==> config.mk <==
export PLATFORM = sky130hd
export DESIGN_NAME = fetch_sequencer_flat
export DESIGN_NICKNAME = d
export VERILOG_FILES = /design/src/rtl/fetch_sequencer_if.sv /design/src/rtl/fetch_sequencer.sv /design/src/flat_wrapper.sv
export SDC_FILE = /design/constraint.sdc
export NUM_CORES = 1
export LEC_CHECK = 0
export ABC_AREA = 1
export BUFFER_PORTS_ARGS = -buffer_cell sky130_fd_sc_hd__buf_2
export CORE_MARGIN = 4
export CORE_UTILIZATION = 55
export CTS_CLUSTER_DIAMETER = 30
export DETAILED_ROUTE_END_ITERATION = 16
export MAX_ROUTING_LAYER = met4
export PLACE_DENSITY = 0.94
export SLEW_MARGIN = 15
export SYNTH_ARGS = -nofsm -noshare
export SYNTH_HDL_FRONTEND = slang
export SYNTH_SLANG_ARGS = --single-unit
==> constraint.sdc <==
create_clock -name clk -period 2.85 [get_ports clk]
set_input_delay 0.7125 -clock clk [delete_from_list [all_inputs] [get_ports clk]]
set_output_delay 0.7125 -clock clk [all_outputs]
set_load 0.02 [all_outputs]
==> src/rtl/fetch_sequencer_if.sv <==
// Fetch-side bundle: next-PC redirect, instruction memory port, decode buffer and status.
// master = the sequencer's view, slave = the surrounding pipeline and memory.
// All sequencer outputs are registered.
interface fetch_sequencer_if;
  logic        start;
  logic        stall;
  logic        redirect_valid;
  logic [31:0] redirect_target;
  logic        imem_req;
  logic [31:0] imem_addr;
  logic        imem_ack;
  logic [31:0] imem_rdata;
  logic        inst_valid;
  logic [31:0] inst_out;
  logic [31:0] inst_pc;
  logic        inst_ready;
  logic [31:0] pc_out;
  logic        fetch_error;
  logic [1:0]  error_cause;

  modport master (
    input  start, stall, redirect_valid, redirect_target, imem_ack, imem_rdata, inst_ready,
    output imem_req, imem_addr, inst_valid, inst_out, inst_pc, pc_out, fetch_error, error_cause
  );

  modport slave (
    output start, stall, redirect_valid, redirect_target, imem_ack, imem_rdata, inst_ready,
    input  imem_req, imem_addr, inst_valid, inst_out, inst_pc, pc_out, fetch_error, error_cause
  );
endinterface

==> src/rtl/fetch_sequencer.sv <==
// Instruction fetch sequencer: owns the PC, issues imem requests, buffers one instruction for decode.
// Latency: inst_valid one cycle after imem_ack; back-to-back one instruction per two cycles.
// Backpressure: a held buffer (inst_ready=0) or stall blocks the next request; never drops imem_req.
module fetch_sequencer #(
  parameter logic [31:0] RESET_PC    = 32'h0000_0000,
  parameter int unsigned PC_STEP     = 4,
  parameter int unsigned TIMEOUT_CYC = 16
) (
  input  logic              clk,
  input  logic              reset_n,
  fetch_sequencer_if.master bus
);

  localparam int CW = $clog2(TIMEOUT_CYC + 1);
  localparam logic [CW-1:0] TMO_LAST  = CW'(TIMEOUT_CYC - 1);
  localparam logic [1:0]    CAUSE_TMO = 2'b01;
  localparam logic [1:0]    CAUSE_MIS = 2'b10;

  typedef enum logic [2:0] {IDLE, REQ, HOLD, FLUSH, ERROR} state_t;

  state_t        state, state_nxt;
  logic [31:0]   pc, pc_nxt;
  logic [31:0]   addr, addr_nxt;
  logic [31:0]   inst, inst_nxt;
  logic [31:0]   ipc, ipc_nxt;
  logic          vld, vld_nxt;
  logic          err, err_nxt;
  logic [1:0]    cause, cause_nxt;
  logic [CW-1:0] cnt, cnt_nxt;

  logic req, consume, misalign, redir, waiting, timeout;

  assign req      = (state == REQ) || (state == FLUSH);
  assign consume  = vld & bus.inst_ready;
  assign misalign = bus.redirect_valid & (bus.redirect_target[1:0] != 2'b00);
  assign redir    = bus.redirect_valid & ~misalign;
  assign waiting  = req & ~bus.imem_ack;
  // The request has already waited TIMEOUT_CYC-1 cycles; this unacked cycle is the last allowed.
  assign timeout  = waiting && (cnt == TMO_LAST);

  assign bus.imem_req    = req;
  assign bus.imem_addr   = addr;
  assign bus.inst_valid  = vld;
  assign bus.inst_out    = inst;
  assign bus.inst_pc     = ipc;
  assign bus.pc_out      = pc;
  assign bus.fetch_error = err;
  assign bus.error_cause = cause;

  // Next-state and datapath updates; misaligned redirect outranks timeout, errors outrank everything.
  always_comb begin
    state_nxt = state;
    pc_nxt    = pc;
    addr_nxt  = addr;
    inst_nxt  = inst;
    ipc_nxt   = ipc;
    vld_nxt   = vld & ~consume;
    err_nxt   = err;
    cause_nxt = cause;
    if (bus.imem_ack) begin
      cnt_nxt = '0;
    end else if (waiting) begin
      cnt_nxt = cnt + CW'(1);
    end else begin
      cnt_nxt = cnt;
    end

    case (state)
      IDLE: begin
        if (misalign) begin
          state_nxt = ERROR;
          cause_nxt = CAUSE_MIS;
        end else if (redir) begin
          pc_nxt = bus.redirect_target;
        end else if (bus.start && !bus.stall) begin
          state_nxt = REQ;
          addr_nxt  = pc;
        end
      end
      REQ: begin
        if (misalign) begin
          state_nxt = ERROR;
          cause_nxt = CAUSE_MIS;
        end else if (timeout) begin
          state_nxt = ERROR;
          cause_nxt = CAUSE_TMO;
        end else if (redir) begin
          // Data returned alongside a redirect is wrong-path; an unacked request must still drain.
          pc_nxt    = bus.redirect_target;
          vld_nxt   = 1'b0;
          state_nxt = bus.imem_ack ? HOLD : FLUSH;
        end else if (bus.imem_ack) begin
          inst_nxt  = bus.imem_rdata;
          ipc_nxt   = addr;
          vld_nxt   = 1'b1;
          pc_nxt    = pc + 32'(PC_STEP);
          state_nxt = HOLD;
        end
      end
      HOLD: begin
        if (misalign) begin
          state_nxt = ERROR;
          cause_nxt = CAUSE_MIS;
        end else if (redir) begin
          // Squash the buffer; the empty buffer issues to the new PC on a later cycle.
          pc_nxt  = bus.redirect_target;
          vld_nxt = 1'b0;
        end else if ((!vld || consume) && !bus.stall) begin
          state_nxt = REQ;
          addr_nxt  = pc;
        end
      end
      FLUSH: begin
        if (misalign) begin
          state_nxt = ERROR;
          cause_nxt = CAUSE_MIS;
        end else if (timeout) begin
          state_nxt = ERROR;
          cause_nxt = CAUSE_TMO;
        end else begin
          if (redir) pc_nxt = bus.redirect_target;
          if (bus.imem_ack) state_nxt = HOLD;
        end
      end
      default: begin
        state_nxt = ERROR;
      end
    endcase

    if (state_nxt == ERROR) begin
      err_nxt = 1'b1;
      vld_nxt = 1'b0;
    end
  end

  // State register with synchronous active-low reset.
  always_ff @(posedge clk) begin
    if (!reset_n) begin
      state <= IDLE;
      pc    <= RESET_PC;
      addr  <= RESET_PC;
      inst  <= '0;
      ipc   <= '0;
      vld   <= 1'b0;
      err   <= 1'b0;
      cause <= 2'b00;
      cnt   <= '0;
    end else begin
      state <= state_nxt;
      pc    <= pc_nxt;
      addr  <= addr_nxt;
      inst  <= inst_nxt;
      ipc   <= ipc_nxt;
      vld   <= vld_nxt;
      err   <= err_nxt;
      cause <= cause_nxt;
      cnt   <= cnt_nxt;
    end
  end

endmodule

==> src/flat_wrapper.sv <==
// flat-port wrapper written by rule: the top's interface ports become plain ports
module fetch_sequencer_flat 
#(
  parameter logic [31:0] RESET_PC    = 32'h0000_0000,
  parameter int unsigned PC_STEP     = 4,
  parameter int unsigned TIMEOUT_CYC = 16
)
  (clk, reset_n, bus_start, bus_stall, bus_redirect_valid, bus_redirect_target, bus_imem_ack, bus_imem_rdata, bus_inst_ready, bus_imem_req, bus_imem_addr, bus_inst_valid, bus_inst_out, bus_inst_pc, bus_pc_out, bus_fetch_error, bus_error_cause);
  fetch_sequencer_if bus_i ();
  input  logic clk;
  input  logic reset_n;
  input wire logic [$bits(bus_i.start)-1:0] bus_start;
  input wire logic [$bits(bus_i.stall)-1:0] bus_stall;
  input wire logic [$bits(bus_i.redirect_valid)-1:0] bus_redirect_valid;
  input wire logic [$bits(bus_i.redirect_target)-1:0] bus_redirect_target;
  input wire logic [$bits(bus_i.imem_ack)-1:0] bus_imem_ack;
  input wire logic [$bits(bus_i.imem_rdata)-1:0] bus_imem_rdata;
  input wire logic [$bits(bus_i.inst_ready)-1:0] bus_inst_ready;
  output wire logic [$bits(bus_i.imem_req)-1:0] bus_imem_req;
  output wire logic [$bits(bus_i.imem_addr)-1:0] bus_imem_addr;
  output wire logic [$bits(bus_i.inst_valid)-1:0] bus_inst_valid;
  output wire logic [$bits(bus_i.inst_out)-1:0] bus_inst_out;
  output wire logic [$bits(bus_i.inst_pc)-1:0] bus_inst_pc;
  output wire logic [$bits(bus_i.pc_out)-1:0] bus_pc_out;
  output wire logic [$bits(bus_i.fetch_error)-1:0] bus_fetch_error;
  output wire logic [$bits(bus_i.error_cause)-1:0] bus_error_cause;
  assign bus_i.start = bus_start;
  assign bus_i.stall = bus_stall;
  assign bus_i.redirect_valid = bus_redirect_valid;
  assign bus_i.redirect_target = bus_redirect_target;
  assign bus_i.imem_ack = bus_imem_ack;
  assign bus_i.imem_rdata = bus_imem_rdata;
  assign bus_i.inst_ready = bus_inst_ready;
  assign bus_imem_req = bus_i.imem_req;
  assign bus_imem_addr = bus_i.imem_addr;
  assign bus_inst_valid = bus_i.inst_valid;
  assign bus_inst_out = bus_i.inst_out;
  assign bus_inst_pc = bus_i.inst_pc;
  assign bus_pc_out = bus_i.pc_out;
  assign bus_fetch_error = bus_i.fetch_error;
  assign bus_error_cause = bus_i.error_cause;
  fetch_sequencer #(.RESET_PC(RESET_PC), .PC_STEP(PC_STEP), .TIMEOUT_CYC(TIMEOUT_CYC)) u_core (.clk(clk), .reset_n(reset_n), .bus(bus_i));
endmodule
[Yosys cells after proc, flatten, opt, wreduce, memory -nomap -nowiden]
Index checks and enable logic that the tools add are counted.
W data, S select, Z words.
Operators by class
  muxes and demuxes: 41
  bitwise gates (word level): 11
  reductions and logical operators: 20
  shift-type cells: 0
  multipliers: 0
  add/sub/neg operators: 2
  equal/unequal tests: 19
  order comparisons: 0
  div/mod/pow operators: 0
Operators by type and width (number)
  $mux W32: 14
  $pmux W32 S3: 1
  $pmux W32 S2: 1
  $mux W3: 12
  $add A32 B3 Y32 const B: 1
  $ne A2 B2 Y1 const B: 9
  $reduce_and A7 Y1: 2
  $pmux W3 S4: 1
  $reduce_or A2 Y1: 4
  $mux W1: 7
  $eq A3 B2 Y1 const B: 2
  $mux W2: 3
  $ne A2 B1 Y1 const B: 3
  $not A1 Y1: 6
  $reduce_bool A2 Y1: 3
  $add A5 B1 Y5 const B: 1
  $and A1 B1 Y1: 5
  $eq A5 B4 Y1 const B: 1
  $reduce_and A5 Y1: 1
  $pmux W2 S2: 1
  $eq A3 B1 Y1 const B: 1
  $eq A3 B3 Y1 const B: 1
  $logic_and A1 B1 Y1: 3
  $logic_not A3 Y1: 1
  7 further kinds: 9
Storage, ports and cells
  bits in writable memories: 0
  memory bits (read-only): 0
  word-level logic and storage cells: 102
  output and inout bits: 133
  memories: 0
  input port bits: 71
  register bits after elaboration: 140
  latch bits: 0

[Longest topological paths before layout]
Gate-level depths: netlist (run 1).
  word-level depth: 10
  mapped depth: 12
  mapped depth without buffers: 12

[Worst setup path before layout (run 1)]
OpenSTA, ideal clock, no wires.
  path type: input to register
  start: input port bus_redirect_target[0]
  end: register u_core.pc[18] (netlist: u_core.bus.pc_out[18])
  arrival: 1734 ps
  path buffers: 2
  path slack: 1001 ps
  cell stages on the path: 10
  data required time: 2735 ps
  library setup time: 115 ps
  cell sequence: nor2_1 nand2_2 nand3_1 nand2_1 nor2_2 nand2_2 buf_6 buf_6 a21oi_1 nor2_1
Between the ends
  word-level cells in the longest chain between the ends: 8
  elaborated cells on any way between the ends: 17
  classes of those cells: 4 x eq/ne; 8 x mux; 3 x bitwise; 2 x reduce/logical
Ends and longest elaborated chain
  from (decl): RTL line flat_wrapper.sv:15  | input wire logic [$bits(bus_i.redirect_target)-1:0] bus_redirect_target;
  $reduce_bool A2 Y1 *: RTL line fetch_sequencer.sv:35  | assign misalign = bus.redirect_valid & (bus.redirect_target[1:0] != 2'b00);
  $and A1 B1 Y1 *: RTL line fetch_sequencer.sv:35
  $not A1 Y1 (no source line)
  $and A1 B1 Y1: RTL line fetch_sequencer.sv:36  | assign redir = bus.redirect_valid & ~misalign;
  $mux W32, on equally long branches (3 in series)
  $pmux W32 S3: RTL line fetch_sequencer.sv:68  | case (state)
  to (signal assigned): RTL line fetch_sequencer.sv:150  | pc <= pc_nxt;
  to (decl): RTL line fetch_sequencer.sv:22  | logic [31:0] pc, pc_nxt;
Every way passes the cells marked *; elsewhere a longest branch is shown, timed or not. The select of a mux whose other input is x is not followed.
A chain may end at the register's enable or synchronous reset.

[Worst setup path in the final report (run 1)]
  start: register u_core.pc[3] (netlist: u_core.bus.pc_out[3])
  end: register u_core.pc[16] (netlist: u_core.bus.pc_out[16])
Between the ends
  word-level cells in the longest chain between the ends: 6
Ends and longest elaborated chain
  $add A32 B3 Y32: RTL line fetch_sequencer.sv:96  | pc_nxt = pc + 32'(PC_STEP);
  $mux W32: RTL line fetch_sequencer.sv:92  | end else if (bus.imem_ack) begin
  $mux W32: RTL line fetch_sequencer.sv:87  | end else if (redir) begin
  $mux W32: RTL line fetch_sequencer.sv:84  | end else if (timeout) begin
  $mux W32: RTL line fetch_sequencer.sv:81  | if (misalign) begin
  $pmux W32 S3: RTL line fetch_sequencer.sv:68
Every way passes these cells. The select of a mux whose other input is x is not followed.

==> results_dict.tcl, run 1 <==
set metrics [dict create \
    hold_viol_final 0 \
    met1_usage 0.353 \
    rows 38 \
    ir_drop_mv 0.446 \
    synth_edf_count 0 \
    yosys_warnings 0 \
    worst-setup-path-type "register to register" \
    worst_hold_path_type "register to register" \
    grt_use_met2 0.445 \
    via_count 6776 \
    route.detailed.drc 0 \
    gp_congestion 0.986 \
    endpoint_kind "register" \
    finalCriticalPeriod_ps 2130 \
    final_layout_size_suffix_gt1_frac 0.233 \
    ys_seq_elements 140 \
    worst_pin_slew_ps 983 \
    core_area_sq_um 11000 \
    grt_overflow_total 0 \
    drv_slew 0 \
    dpl-instance-area_sq_um 7350 \
    synthToLayoutAreaGrowth_pct 26.8 \
    cts_buffers 17 \
    cts_setup_buffers 0 \
    synth_top_area_cell "dfxtp_1" \
    antenna_found_initial 0 \
    holdBufCountCts 0 \
    cts_tree "yes" \
    die_width_um 115 \
    num_antenna_cells 0 \
    cts_resized 0 \
    fillers 855 \
    crit_required_ps 3150 \
    dr.pass1.iters 7 \
    maxCapViolCount 0 \
    io_buffer_count 203 \
    synthArstFlopShare 0 \
    start_util 0.570 \
    yosysMostFrequentCell "nand2_1" \
    clkTransAtPathRegs_ps 60 \
    cp-start-kind "register" \
    grtUsageMet3 0.0671 \
    fin_tns_setup_ps 0 \
    cts_num_sinks 140 \
    syn-mean-instance-area_sq_um 6.82 \
    cellPowerDensity_nw_per_um2 611 \
    ios 204 \
    postSynthCellCount 919 \
    syn_nets 993 \
    grt_busiest_layer "met2" \
    rsz0062_at_grt "no" \
    power_leakage_nw 3.67 \
    cp.arrival_ps 2440 \
    synth_top_cells_by_count "172 x nand2_1, 171 x nor2_1, 140 x dfxtp_1" \
    via_per_inst 5.38 \
    drt_wl_total_um 18700 \
    nets 1181 \
    setup_viol 0 \
    yosys.area.top_type_share 0.447 \
    skew_ps 9.66 \
    synth.area.top_cells "dfxtp_1 45%, nand2_1 10%, nor2_1 10%" \
    first_iter_violations 795 \
    relSlewSlack 0.344 \
    cp_max_fo 6 \
    synth_area_sq_um 6260 \
    wire_per_inst_um 14.9 \
    grt.total_usage 0.286 \
    grt_pass1_vias 6229 \
    synthFlopType "dfxtp_1" \
    die_h_um 115 \
    postRouteAntennaNets 0 \
    cts-root-buf "clkbuf_16" \
    dp_hpwl_um 13200 \
    stdcell_area_sq_um 7950 \
    max_freq_mhz 469 \
    cts-htree-levels 4 \
    grt_max_degree 97 \
    ys_seq_area_frac 0.447 \
    insertion_delay_ps 420 \
    clk_path_buf_depth 2 \
    die_area_sq_um 13200 \
    status "finished clean" \
    period_share 0.749 \
    grt_pass1_wl_um 29200 \
    synth_cell_type_count 30 \
]
path summary, 6_finish.rpt:
check / from / endpoint / slack [ps] / cells after the start
worst max-delay path: u_core.bus.pc_out[3]$_SDFFE_PN0P_ / u_core.bus.pc_out[16]$_SDFFE_PN0P_ / 720 / 10
worst min-delay path: u_core.bus.pc_out[1]$_SDFFE_PN0P_ / u_core.bus.pc_out[1]$_SDFFE_PN0P_ / 450 / 2
worst max register to register: u_core.bus.pc_out[3]$_SDFFE_PN0P_ / u_core.bus.pc_out[16]$_SDFFE_PN0P_ / 720 / 10
worst min register to register: u_core.bus.pc_out[1]$_SDFFE_PN0P_ / u_core.bus.pc_out[1]$_SDFFE_PN0P_ / 450 / 2
report_power, final:
group / internal, mW / switching, mW / total [mW]
logic: 0.188 / 0.350 / 0.538
clock network: 1.39 / 0.815 / 2.20
registers: 2.03 / 0.0879 / 2.11
stage by stage:
| step | hold WS (ps) | total power [mW] | setup slack [ps] | utilization | instances |
|---|---|---|---|---|---|
| global route | 459 | 5.01 | 582 | 0.724 | 1260 |
| global placement | 433 | 2.67 | 628 | 0.669 | 1228 |
| finish | 449 | 4.85 | 717 | 0.724 | 1260 |
| CTS | 452 | 4.87 | 750 | 0.724 | 1260 |
| detailed placement | 443 | 2.68 | 580 | 0.669 | 1228 |
| floorplan | 434 | 2.47 | 1000 | - | 919 |
cell type report:
cell class,instances,area [sq um],area share
Multi-Input combinational cell,644,2910,0.366
Sequential cell,140,2800,0.353
Timing Repair Buffer,214,1130,0.142
Clock buffer,24,492,0.0619
Inverter,90,338,0.0425
Tap cell,140,175,0.0220
Clock inverter,8,106,0.0134
state kept, by name (all words and copies together), names as in the netlist:
register	cells
u_core.bus.error_cause	2
u_core.bus.imem_addr	32
u_core.state	3
u_core.bus.inst_out	32
u_core.bus.pc_out	32
u_core.bus.inst_pc	32
u_core.bus.fetch_error	1
u_core.cnt	5
u_core.bus.inst_valid	1
critical path: stages (launching register included):
cell and delay [ps]:
dfxtp_1 480, ha_1 280, nand2_1 90, nor2_1 380
nand3_1 220, nor2_1 240, nand2_1 70, o21ai_0 80
nand2_1 80, nand2_1 70, nor2_1 40
logic make-up after synthesis:
kind of cell | share of synthesized area
compound gates | 0.178
simple gates | 0.265
xor+xnor | 0.00839
buf+inv | 0.0899
fa+ha+maj | 0.00599
mux | 0.00479
flops | 0.447
placed cells by master, fill, tap and decap left out, types with 6 or more instances in the layout:
master       n
dfxtp_1    140
inv_1       85
buf_4       10
buf_2      202
o21ai_1      6
a21oi_1     93
nand3_1     49
clkbuf_16   17
nor2_1     170
o21ai_0    118
nand2_1    172
per-layer routing:
metal | routed length, um | vias to the layer above
met1 | 7470 | 3007
met4 | 572 | 0
li1 | - | 3326
met5 | 0 | -
met2 | 8690 | 374
met3 | 1990 | 69
Note: power is estimated with default switching activity, not from simulation.
==> run 2: changes to the inputs <==
- ABC_AREA: 1 -> 0
- CORE_UTILIZATION: 55 -> 45
- PLACE_DENSITY: 0.94 -> 0.84
- clock period: 2.85 -> 1.8 ns (I/O delays scaled with it)
==> results_dict.tcl, run 2 <==
set metrics [dict create \
    synth_top_cells_by_count "238 x nand2_1, 140 x dfxtp_1, 126 x a21oi_1" \
    setup_viol 32 \
    violations "negative setup slack" \
    power_leakage_nw 3.76 \
    grt.total_usage 0.257 \
    die_area_sq_um 15300 \
    ios 204 \
    postSynthCellCount 769 \
    grt_pass1_wl_um 30200 \
    finalCriticalPeriod_ps 2110 \
    relSlewSlack 0.684 \
    dr.pass1.iters 5 \
    via_count 6730 \
    start_util 0.457 \
    final_layout_size_suffix_gt1_frac 0.374 \
    grt_overflow_total 0 \
    synthFlopType "dfxtp_1" \
    endpoint_kind "register" \
    cts_buffers 17 \
    crit_required_ps 2110 \
    status "finished with violations" \
    startpoint "u_core.cnt[1]$_SDFFE_PP0N_" \
    cp.arrival_ps 2430 \
    max_freq_mhz 473 \
    cts_tree "yes" \
    rows 42 \
    antenna_found_initial 1 \
    route.detailed.drc 0 \
    cp_max_fo 14 \
    layout_common_cells "236 x nand2_1, 202 x buf_2, 129 x dfxtp_1" \
    synth.area.top_cells "dfxtp_1 47%, nand2_1 15%, a21oi_1 10%" \
    insertion_delay_ps 420 \
    synth_cell_type_count 67 \
    skew_ps 8.43 \
    stdcell_count 1223 \
    die_h_um 124 \
    ys_seq_elements 140 \
    worst_slack_ps -313 \
    maxCapViolCount 0 \
    cp-start-kind "register" \
    dp_hpwl_um 13500 \
    ys_seq_area_frac 0.465 \
    yosys.area.top_type_share 0.465 \
    first_iter_violations 482 \
    drv_slew 0 \
    cts-root-buf "clkbuf_16" \
    layout_commonest_cell "nand2_1" \
    yosys_warnings 0 \
    r2r_cells 10 \
    hold_viol_final 0 \
    cts-htree-levels 4 \
    dp.cells 1178 \
    worst_hold_path_type "primary input to register" \
    clkTransAtPathRegs_ps 60 \
    fillers 1078 \
    synth_edf_count 0 \
    gp_congestion 0.922 \
    rsz0062_at_grt "yes" \
    r2r-end "u_core.bus.pc_out[30]$_SDFFE_PN0P_" \
    syn-mean-instance-area_sq_um 7.83 \
    worst-setup-path-type "register to register" \
    reg2reg_from "u_core.cnt[1]$_SDFFE_PP0N_" \
    cellPowerDensity_nw_per_um2 832 \
    endpoint "u_core.bus.pc_out[30]$_SDFFE_PN0P_" \
    fin_tns_setup_ps -7000 \
    period_share 1.17 \
    yosysMostFrequentCell "nand2_1" \
    die_width_um 124 \
    grt_max_degree 69 \
    io_buffer_count 203 \
    clk_path_buf_depth 2 \
    postRouteAntennaNets 0 \
    worst_pin_slew_ps 474 \
    ir_drop_mv 0.621 \
    syn_nets 843 \
    synth_area_sq_um 6020 \
    wire_per_inst_um 16.4 \
    synthArstFlopShare 0 \
    grt_pass1_vias 6149 \
    cts_num_sinks 140 \
    core_area_sq_um 13200 \
    synth_top_area_cell "dfxtp_1" \
    r2r_setup_slack_ps -310 \
    drt_wl_total_um 20100 \
    synthToLayoutAreaGrowth_pct 45.7 \
    via_per_inst 5.50 \
    nets 1106 \
]
## run 2: cell count changes after synthesis, sizes merged, moves of 7 or more
cell   before  now
inv        90    7
o31a        0    9
nand3      49   13
o21ai     125   19
a21oi      93  127
and3        0   10
nand4       1   12
nand2     174  238
nor2      177   32
a31oi       1    8
## run 2: kinds of logic (layout without fill, tap and decap cells)
family,after synthesis,count (layout),share of synthesized area
and+or+nand+nor,344,345,0.252
AOI/OAI and AO/OA,216,216,0.226
DFF,140,140,0.465
buffers and inverters,62,337,0.0449
adders and majority gates,3,3,0.00623
xor gates and xnor gates,3,3,0.00436
muxes,1,1,0.00166
other,0,2,0
## run 2: timing repair
| action | CTS | global route |
|---|---|---|
| endpoints found under the hold margin | 0 | 0 |
| resized for setup | 33 | 19 |
| endpoints found under the setup margin | 33 | 62 |
| cloned | 1 | 1 |
| hold buffers | 0 | 0 |
| buffers inserted | 8 | 1 |
| pin swaps | 12 | 6 |
## run 2: critical path, cell delays in order, from the launching register on
cell	delay [ps]
dfxtp_2	350
ha_4	140
and3_4	190
ha_4	120
nor2b_4	180
o32ai_2	100
buf_4	150
a32oi_4	260
buf_12	200
a21oi_1	60
o221a_2	250
## run 2: metal layers
| metal | share of wire | vias up | global-route usage |
|---|---|---|---|
| met5 | 0 | - | - |
| met4 | 0.027 | 0 | 0.113 |
| met3 | 0.081 | 53 | 0.0581 |
| met2 | 0.49 | 333 | 0.406 |
| met1 | 0.40 | 3132 | 0.316 |
| li1 | - | 3212 | - |
## run 2: stage by stage
| step | hold slack, ps | area [sq um] | setup slack [ps] | power [mW] | util |
|---|---|---|---|---|---|
| after floorplan | 471 | 6120 | -161 | 3.62 | - |
| after global placement | 439 | 7840 | -302 | 3.92 | 0.594 |
| after detailed placement | 444 | 7840 | -356 | 3.93 | 0.594 |
| after CTS | 243 | 8640 | -248 | 7.30 | 0.655 |
| after global routing | 241 | 8770 | -383 | 7.56 | 0.665 |
| final | 259 | 8770 | -313 | 7.30 | 0.665 |
## run 2: final cells by class
| type | instances | area [sq um] | area share |
|---|---|---|---|
| well taps | 176 | 220 | 0.0251 |
| multi-input cells | 568 | 3230 | 0.368 |
| flip-flops and latches | 140 | 2820 | 0.321 |
| repair buffers | 297 | 1910 | 0.217 |
| clock buffers | 18 | 439 | 0.0500 |
| clock inverters | 14 | 123 | 0.0140 |
| inverters | 8 | 31.3 | 0.00356 |
| diodes | 2 | 5.00 | 0.000570 |
## run 2: worst min path at each step
stage                                          from                                    to  slack (ps)  depth (start not counted)
2_1_floorplan            u_core.cnt[4]$_SDFFE_PP0N_            u_core.cnt[4]$_SDFFE_PP0N_         470                          2
3_3_place_gp   u_core.bus.inst_out[14]$_SDFFE_PN0P_  u_core.bus.inst_out[14]$_SDFFE_PN0P_         440                          2
3_5_place_dp     u_core.bus.inst_pc[1]$_SDFFE_PN0P_    u_core.bus.inst_pc[1]$_SDFFE_PN0P_         440                          2
4_1_cts                          bus_imem_rdata[21]  u_core.bus.inst_out[21]$_SDFFE_PN0P_         240                          3
5_1_grt                          bus_imem_rdata[21]  u_core.bus.inst_out[21]$_SDFFE_PN0P_         240                          3
6_report                         bus_imem_rdata[17]  u_core.bus.inst_out[17]$_SDFFE_PN0P_         260                          3
## run 2: power by group
| part | switching, mW | total (mW) | internal, mW |
|---|---|---|---|
| clock network | 1.47 | 3.32 | 1.85 |
| logic | 0.465 | 0.803 | 0.338 |
| registers | 0.0406 | 3.18 | 3.14 |
==> run 3: changes to the inputs <==
- RECOVER_POWER: unset -> 100
==> results_dict.tcl, run 3 (synthesized netlist as in run 2, its figures left out) <==
set metrics [dict create \
    status "finished with violations" \
    violations "negative setup slack" \
    cts_tree "yes" \
    clkTransAtPathRegs_ps 60 \
    crit_path_frequent_cell "ha_4" \
    cp-start-kind "register" \
    core_area_sq_um 13200 \
    nets 1106 \
    power_leakage_nw 3.16 \
    period_share 1.18 \
    skew_ps 8.12 \
    drt_wl_total_um 20100 \
    hold_viol_final 0 \
    cts-htree-levels 4 \
    relSlewSlack 0.687 \
    drv_slew 0 \
    maxCapViolCount 0 \
    crit_required_ps 2110 \
    grt_pass1_wl_um 30200 \
    wire_per_inst_um 16.4 \
    grt_overflow_total 0 \
    whs_path_depth 3 \
    dr.pass1.iters 6 \
    slowest_delay_ps 350 \
    r2r_setup_slack_ps -320 \
    cts_buffers 17 \
    endpoint_kind "register" \
    die_area_sq_um 15300 \
    setup_viol 33 \
    hp-start "bus_imem_rdata[17]" \
    rsz0062_at_grt "yes" \
    finalCriticalPeriod_ps 2120 \
    worst_hold_path_type "primary input to register" \
    grt_max_degree 69 \
    worst-setup-path-type "register to register" \
    layout_common_cells "236 x nand2_1, 135 x clkbuf_1, 129 x dfxtp_1" \
    cp.arrival_ps 2430 \
    insertion_delay_ps 420 \
    antenna_found_initial 1 \
    holdBufCountCts 0 \
    via_count 6693 \
    grt_pass1_vias 6149 \
    die_width_um 124 \
    cpMaxStageDelayCell "dfxtp_2" \
    fin_tns_setup_ps -7160 \
    io_buffer_count 203 \
    cts-root-buf "clkbuf_16" \
    crit_family "compound AO/OA/AOI/OAI gates" \
    start_util 0.457 \
    cp_max_fo 14 \
    dp_hpwl_um 13500 \
    crit_chain "ha_4, and3_4, ha_4, nor2b_4, o32ai_2, buf_4, a32oi_4, buf_12, a21oi_1, o221a_2" \
    r2r_cells 10 \
    postRouteAntennaNets 0 \
    ir_drop_mv 0.620 \
    r2r-end "u_core.bus.pc_out[30]$_SDFFE_PN0P_" \
    grt.total_usage 0.257 \
    clk_path_buf_depth 2 \
    min_to "u_core.bus.inst_out[17]$_SDFFE_PN0P_" \
    cp_num_buf_inv 2 \
    route.detailed.drc 0 \
    worst_slack_ps -321 \
    die_h_um 124 \
    layout_commonest_cell "nand2_1" \
    cellPowerDensity_nw_per_um2 851 \
    max_freq_mhz 471 \
    gp_congestion 0.922 \
    final_layout_size_suffix_gt1_frac 0.244 \
    power_mw 7.28 \
    pre_cts_ws_ps -356 \
    worst_pin_slew_ps 469 \
    synthToLayoutAreaGrowth_pct 42.0 \
    ios 204 \
    rows 42 \
    reg2reg_from "u_core.cnt[1]$_SDFFE_PP0N_" \
    first_iter_violations 495 \
    worst_hold_slack_ps 262 \
    cts_num_sinks 140 \
    via_per_inst 5.47 \
]
## run 3: metal layers
layer  routed length (um)  GRT usage  vias to the layer above
met5                    0          -                        -
met2                 9800      0.406                      308
li1                     -          -                     3210
met3                 1620     0.0581                       56
met1                 8100      0.316                     3119
met4                  565      0.113                        0
## run 3: worst register-to-register path, cell delays in order (launching register included)
cell and delay, ps:
dfxtp_2 350, ha_4 140, and3_4 190, ha_4 120, nor2b_4 190, o32ai_2 100
buf_4 150, a32oi_4 260, buf_12 200, a21oi_1 60, o221a_2 250
## run 3: power breakdown
group | internal (mW) | leakage, nW | switching [mW] | total, mW
registers | 3.14 | 1.14 | 0.0411 | 3.18
clock network | 1.85 | 0.266 | 1.46 | 3.31
logic | 0.316 | 1.76 | 0.463 | 0.779
## run 3: cell type report
class | count | area, sq um
Multi-Input combinational cell | 568 | 3220
Inverter | 8 | 31.3
Clock inverter | 14 | 123
Timing Repair Buffer | 297 | 1690
Sequential cell | 140 | 2820
Antenna cell | 2 | 5.00
Tap cell | 176 | 220
Clock buffer | 18 | 439
Fill cell | 1173 | 4640
## run 3: worst max-delay path by stage
stage / endpoint / depth (start not counted) / slack [ps] / startpoint
detailed placement: u_core.bus.pc_out[22]$_SDFFE_PN0P_ / 6 / -360 / bus_redirect_target[0]
floorplan: u_core.bus.pc_out[17]$_SDFFE_PN0P_ / 9 / -160 / u_core.cnt[0]$_SDFFE_PP0N_
finish: u_core.bus.pc_out[30]$_SDFFE_PN0P_ / 10 / -320 / u_core.cnt[1]$_SDFFE_PP0N_
CTS: u_core.bus.pc_out[10]$_SDFFE_PN0P_ / 10 / -250 / u_core.cnt[1]$_SDFFE_PP0N_
global placement: u_core.bus.pc_out[22]$_SDFFE_PN0P_ / 6 / -300 / bus_redirect_target[0]
global route: u_core.bus.pc_out[30]$_SDFFE_PN0P_ / 10 / -380 / u_core.cnt[1]$_SDFFE_PP0N_
## run 3: timing repair
action,4_1_cts,5_1_grt
setup buffers,8,1
resized for setup,33,19
cloned,1,1
endpoints found under the setup margin,33,62
pin swaps,12,6
## run 3: stage by stage
step / cell area, sq um / instances / utilization
after floorplan: 6120 / 769 / -
after global placement: 7840 / 1178 / 0.594
after detailed placement: 7840 / 1178 / 0.594
after CTS: 8640 / 1219 / 0.655
after global routing: 8550 / 1222 / 0.648
final: 8550 / 1223 / 0.648
